File: config.mk
export PLATFORM = sky130hd
export DESIGN_NAME = multicycle_control
export DESIGN_NICKNAME = d
export VERILOG_FILES = /design/src/rtl/multicycle_control.sv
export SDC_FILE = /design/constraint.sdc
export NUM_CORES = 1
export LEC_CHECK = 0
export ABC_AREA = 1
export CAP_MARGIN = 20
export CORE_MARGIN = 8
export CORE_UTILIZATION = 38
export CTS_CLUSTER_SIZE = 12
export DETAILED_ROUTE_END_ITERATION = 10
export PLACE_DENSITY = 0.9
export SYNTH_ARGS = -nofsm -noshare
export SYNTH_HDL_FRONTEND = slang
export SYNTH_SLANG_ARGS = --single-unit
File: constraint.sdc
create_clock -name Clk -period 1.5 [get_ports Clk]
set_input_delay 0.225 -clock Clk [delete_from_list [all_inputs] [get_ports Clk]]
set_output_delay 0.225 -clock Clk [all_outputs]
set_load 0.05 [all_outputs]
File: src/rtl/multicycle_control.sv
// Moore control FSM for the multi-cycle MIPS datapath (R-type, lw, sw, beq, addi, j).
// Memory states stall on MemReady; unsupported opcodes set a sticky IllegalOp flag.
module multicycle_control #(
    parameter int MEM_WAIT_EN = 1
) (
    input  logic       Clk,
    input  logic       Rst_n,
    input  logic [5:0] Opcode,
    input  logic       MemReady,
    output logic       PCWrite,
    output logic       PCWriteCond,
    output logic       IorD,
    output logic       MemRead,
    output logic       MemWrite,
    output logic       IRWrite,
    output logic       MemtoReg,
    output logic       RegDst,
    output logic       RegWrite,
    output logic       ALUSrcA,
    output logic [1:0] ALUSrcB,
    output logic [1:0] ALUOp,
    output logic [1:0] PCSource,
    output logic       IllegalOp,
    output logic [3:0] State
);

    typedef enum logic [3:0] {
        S_FETCH  = 4'd0,
        S_DECODE = 4'd1,
        S_MEMADR = 4'd2,
        S_MEMRD  = 4'd3,
        S_MEMWB  = 4'd4,
        S_MEMWR  = 4'd5,
        S_EXEC   = 4'd6,
        S_RWB    = 4'd7,
        S_BRANCH = 4'd8,
        S_JUMP   = 4'd9,
        S_ADDIEX = 4'd10,
        S_ADDIWB = 4'd11
    } state_t;

    localparam logic [5:0] OP_RTYPE = 6'b000000;
    localparam logic [5:0] OP_LW    = 6'b100011;
    localparam logic [5:0] OP_SW    = 6'b101011;
    localparam logic [5:0] OP_BEQ   = 6'b000100;
    localparam logic [5:0] OP_ADDI  = 6'b001000;
    localparam logic [5:0] OP_J     = 6'b000010;

    state_t state, next_state;
    logic   mem_rdy;
    logic   illegal_dec;

    assign mem_rdy = (MEM_WAIT_EN != 0) ? MemReady : 1'b1;
    assign State   = state;

    always_ff @(posedge Clk) begin
        if (!Rst_n) begin
            state     <= S_FETCH;
            IllegalOp <= 1'b0;
        end else begin
            state <= next_state;
            if (illegal_dec) IllegalOp <= 1'b1;
        end
    end

    always_comb begin
        next_state  = S_FETCH;
        illegal_dec = 1'b0;
        PCWrite     = 1'b0;
        PCWriteCond = 1'b0;
        IorD        = 1'b0;
        MemRead     = 1'b0;
        MemWrite    = 1'b0;
        IRWrite     = 1'b0;
        MemtoReg    = 1'b0;
        RegDst      = 1'b0;
        RegWrite    = 1'b0;
        ALUSrcA     = 1'b0;
        ALUSrcB     = 2'b00;
        ALUOp       = 2'b00;
        PCSource    = 2'b00;
        case (state)
            S_FETCH: begin
                MemRead    = 1'b1;
                ALUSrcB    = 2'b01;
                IRWrite    = mem_rdy;
                PCWrite    = mem_rdy;
                next_state = mem_rdy ? S_DECODE : S_FETCH;
            end
            S_DECODE: begin
                ALUSrcB = 2'b11;
                case (Opcode)
                    OP_RTYPE:     next_state = S_EXEC;
                    OP_LW, OP_SW: next_state = S_MEMADR;
                    OP_BEQ:       next_state = S_BRANCH;
                    OP_ADDI:      next_state = S_ADDIEX;
                    OP_J:         next_state = S_JUMP;
                    default: begin
                        illegal_dec = 1'b1;
                        next_state  = S_FETCH;
                    end
                endcase
            end
            S_MEMADR: begin
                ALUSrcA    = 1'b1;
                ALUSrcB    = 2'b10;
                next_state = (Opcode == OP_LW) ? S_MEMRD : S_MEMWR;
            end
            S_MEMRD: begin
                MemRead    = 1'b1;
                IorD       = 1'b1;
                next_state = mem_rdy ? S_MEMWB : S_MEMRD;
            end
            S_MEMWB: begin
                RegWrite = 1'b1;
                MemtoReg = 1'b1;
            end
            S_MEMWR: begin
                MemWrite   = 1'b1;
                IorD       = 1'b1;
                next_state = mem_rdy ? S_FETCH : S_MEMWR;
            end
            S_EXEC: begin
                ALUSrcA    = 1'b1;
                ALUOp      = 2'b10;
                next_state = S_RWB;
            end
            S_RWB: begin
                RegWrite = 1'b1;
                RegDst   = 1'b1;
            end
            S_BRANCH: begin
                ALUSrcA     = 1'b1;
                ALUOp       = 2'b01;
                PCWriteCond = 1'b1;
                PCSource    = 2'b01;
            end
            S_JUMP: begin
                PCWrite  = 1'b1;
                PCSource = 2'b10;
            end
            S_ADDIEX: begin
                ALUSrcA    = 1'b1;
                ALUSrcB    = 2'b10;
                next_state = S_ADDIWB;
            end
            S_ADDIWB: begin
                RegWrite = 1'b1;
            end
            default: ;
        endcase
        // Reset overrides everything so no write can slip out while it is held.
        if (!Rst_n) begin
            illegal_dec = 1'b0;
            PCWrite     = 1'b0;
            PCWriteCond = 1'b0;
            IorD        = 1'b0;
            MemRead     = 1'b0;
            MemWrite    = 1'b0;
            IRWrite     = 1'b0;
            MemtoReg    = 1'b0;
            RegDst      = 1'b0;
            RegWrite    = 1'b0;
            ALUSrcA     = 1'b0;
            ALUSrcB     = 2'b00;
            ALUOp       = 2'b00;
            PCSource    = 2'b00;
        end
    end

endmodule
==> flow_summary.toml, run 1 <==
[cts]
clk_path_buf_depth = 2
cts_sinks = 5
cts-root-buf = "clkbuf_4"
htreeDepth = 1
cts_resized = 44
cts_hold_buf = 0
cts_buffers = 3
cts_setup_buffers = 14

[place]
io_buffers = 29
gp_congestion = 0.9550
dp_slack_ps = -115.6
dp_hpwl_um = 2100

[floorplan]
start_util = 0.3898
num_io_pins = 30
fp-row-count = 14
fp.dieW_um = 54.62
fp.dieH_um = 54.62

[logic_synthesis]
synth_top_cell_area_share = 0.1854
synthAdderAreaFrac = 0
yosysSeqAreaShare = 0.1766
synthSimpleGateAreaFrac = 0.5629
synth.distinct_cells = 16
synth_seq_cells = 5
syn_inst = 110
ys_warn_count = 0
synthXorXnorAreaFrac = 0
syn_area_um2 = 566.8
synth-compound-area-share = 0.1015
synth.avg_cell_area_um2 = 5.153
synth_top_cell_by_area = "nor2_1"
syn-num-nets = 119
synth_mux_area_frac = 0
yosys-top-cells-area = "nor2_1 (19%), dfxtp_1 (18%), nand2_1 (17%)"
synth_top_family_by_area = "simple AND/OR/NAND/NOR gates"

[run_status]
lastStage = "clock tree synthesis (4_1_cts)"
toolErrorMsg = "[ERROR DPL-0038] Utilization greater than 100%, impossible to legalize"
status = "aborted with a tool error"
## metrics by stage
stage	util	instance area [µm²]	instances	hold WS [ps]	setup TNS [ps]
2_1_floorplan	-	675.6	110	322.0	-131.2
3_3_place_gp	0.8485	1234	160	451.3	-355.9
3_5_place_dp	0.8485	1234	160	458.0	-947.9
## synth_stat cells, drive strengths merged
| master | instances |
|---|---|
| inv | 21 |
| nor2 | 33 |
| nand4 | 1 |
| nand3 | 7 |
| nand3b | 1 |
| a21oi | 6 |
| dfxtp | 5 |
| nor3 | 4 |
| o21ai | 3 |
| buf | 1 |
| nand2 | 25 |
| clkbuf | 1 |
| a31oi | 2 |
## cells by family after synthesis
family	Yosys count
buf+inv	23
flops	5
simple gates	71
compound gates	11
==> run 2: changes to the inputs <==
Settings changed: CORE_AREA set to 8 8 69 71, CORE_MARGIN 8 to unset, CORE_UTILIZATION 38 to unset, CTS_CLUSTER_SIZE 12 to unset, DIE_AREA set to 0 0 77 79, PLACE_DENSITY 0.9 to unset, PLACE_DENSITY_LB_ADDON set to 0.15.
==> flow_summary.toml, run 2 <==
[power_and_ir_drop]
ir_worst_vdd_mv = 0.1963
leakagePower_nw = 0.6286
finalPower_mw = 0.6287
pwr_density_cell_mw_per_mm2 = 414.2

[setup_path]
r2r_setup_slack_ps = 100
critPathRequiredTime_ps = 1270
worstRegToRegCells = 9
path_delay_family = "flip-flops"
cp_slowest_cell = "dfxtp_4"
cpPeakStageDelay_ps = 350
crit_path_start_kind = "flop"
end_kind = "output pin"
worstPathCellList = "inv_1 -> nand2_1 -> inv_2 -> nand2_1 -> a31oi_4 -> buf_12"
worst-path-buf-inv = 3
cp_common_cell = "nand2_1"
timing.rr.start = "State[0]"
rr_endpoint = "State[2]"
arrival_ps = 1370
path_max_fanout = 5
path_class = "reg2out"

[sta]
max_freq_ghz = 0.6268
hold_viol = 0
hold_ws_ps = 443.5
fin_crit_ps = 1595
finalCritPeriodShare = 1.064
slew_headroom = 0.7745
rsz0062_at_grt = "true"
fin_ws_ps = -95.46
worstMarginPinSlew_ps = 338.2
clock-skew-final_ps = 0.6371
finalSetupViolations = 8
final_max_slew_viol_count = 0

[hold_path]
hold-path-endpoint = "IllegalOp"
holdPathStages = 2
min_from = "IllegalOp"
hp-class = "reg2reg"

[cts]
cts-root-buf = "clkbuf_8"
clk_path_buf_depth = 2
cts_buffers = 3
clkTransAtPathRegs_ps = 40
htreeDepth = 1
cts_sinks = 5
tritoncts = "yes"
clk_latency_ps = 220

[routing]
drt-vias-per-instance = 3.882
wl_met2_um = 1161
wl_um = 2259
top_layer = "met3"
drtPass1Iterations = 4
drtIter0Drc = 19
drc = 0
wl_met1_um = 1048
wl_per_cell_um = 10.66
drtAntennaViolNets = 0
wl_met3_um = 50
vias = 823

[logic_synthesis]
yosys-top-cells-area = "nor2_1 (19%), dfxtp_1 (18%), nand2_1 (17%)"
synth-compound-area-share = 0.1015
syn_inst = 110
ys_warn_count = 0
synthAdderAreaFrac = 0
syn_area_um2 = 566.8
synth_edf_count = 0
synth_top_cell_area_share = 0.1854
synth_mux_area_frac = 0
syn-num-nets = 119
async_flop_share = 0
synth_top_family_by_area = "simple AND/OR/NAND/NOR gates"
synth_flop_cell = "dfxtp_1"
synth.most_common_cell = "nor2_1"
synthSimpleGateAreaFrac = 0.5629
synth_top_cell_by_area = "nor2_1"
synth_common_cells = "nor2_1 (28), nand2_1 (25), inv_1 (18)"
synth.avg_cell_area_um2 = 5.153
synthXorXnorAreaFrac = 0
synth_seq_cells = 5
synth.distinct_cells = 16
yosysSeqAreaShare = 0.1766

[floorplan]
core_area_mm2 = 0.003799
dieArea_mm2 = 0.006083
start_util = 0.1492
fp.dieW_um = 77
num_io_pins = 30
fp.dieH_um = 79
fp-row-count = 23

[global_route]
overflow = 0
grt_max_degree = 11
track_usage = 0.07787
grt_pass1_vias = 896
grt_pass1_wl_um = 4036
antenna_found_initial = 0

[finish]
largest_reg_flops = 4
antenna_cells = 0
mostFrequentLayoutCells = "buf_12 (22), nand2_1 (19), buf_4 (19), nor2_1 (16), inv_1 (13)"
drive_gt1_frac = 0.5432
layout_commonest_cell = "buf_12"
final_area_mm2 = 0.001518
fillers = 398
finish.utilization = 0.3995
areaGrowthSynthToFinish_pct = 167.8
nNetsFinal = 172

[place]
dp_slack_ps = -74.53
gp_congestion = 0.8033
io_buffers = 29
dp_hpwl_um = 1895
placed_area_mm2 = 0.001299

[run_status]
status = "finished, violations left"
violations = "negative setup slack"

[job]
cap_violations = 0
## run 2: worst reg2reg max path: cells and delay by family, from the launching register on
| kind | cells | cell delay [ps] |
|---|---|---|
| compound gates | 1 | 70 |
| buf+inv | 4 | 410 |
| flops | 1 | 350 |
| simple gates | 4 | 450 |
## run 2: cell families after synthesis
family          after synthesis
compound gates               11
buf+inv                      23
flops                         5
simple gates                 71
## run 2: area by class of cell
| cell class | instances | area (µm²) | share of cell area |
|---|---|---|---|
| sequential | 5 | 115.1 | 0.07584 |
| tap | 50 | 62.56 | 0.04122 |
| multi-input combinational | 82 | 538.0 | 0.3545 |
| clock buffer | 4 | 45.04 | 0.02968 |
| inverter | 21 | 83.83 | 0.05523 |
| timing repair buffer | 50 | 673.1 | 0.4435 |
## run 2: repair_timing
action                                  CTS  global route
endpoints found under the setup margin   15            18
gates resized for setup                  12            16
pin swaps                                 7             7
buffers inserted                         10             1
hold buffers                              0             0
## run 2: worst max path at each step
stage | cells past startpoint | endpoint | slack, ps | start
after global placement | 5 | ALUSrcB[1] | -60 | Rst_n
after global routing | 6 | ALUSrcB[1] | -150 | State[3]
after CTS | 6 | ALUSrcB[1] | -130 | State[0]
after detailed placement | 5 | ALUSrcA | -70 | Rst_n
final | 6 | ALUSrcB[1] | -100 | State[0]
after floorplan | 5 | PCSource[0] | -100 | State[3]
## run 2: power by group
group          internal (mW)  switching [mW]  total, mW
Sequential             0.133         0.00515      0.138
Clock                  0.182          0.0645      0.247
Combinational          0.114           0.130      0.244
## run 2: per-stage QoR
stage | std cells | setup TNS [ps]
3_5_place_dp | 197 | -566.9
2_1_floorplan | 110 | -131.2
3_3_place_gp | 197 | -445.0
4_1_cts | 211 | -496.7
5_1_grt | 212 | -1118
6_report | 212 | -436.8
## run 2: metal layers
layer,vias up,GRT usage
li1,446,-
met1,359,0.09311
met2,18,0.1410
met3,0,0.007901
met4,0,0.02830
met5,-,0
No activity file was read; power rests on OpenSTA's default activity.
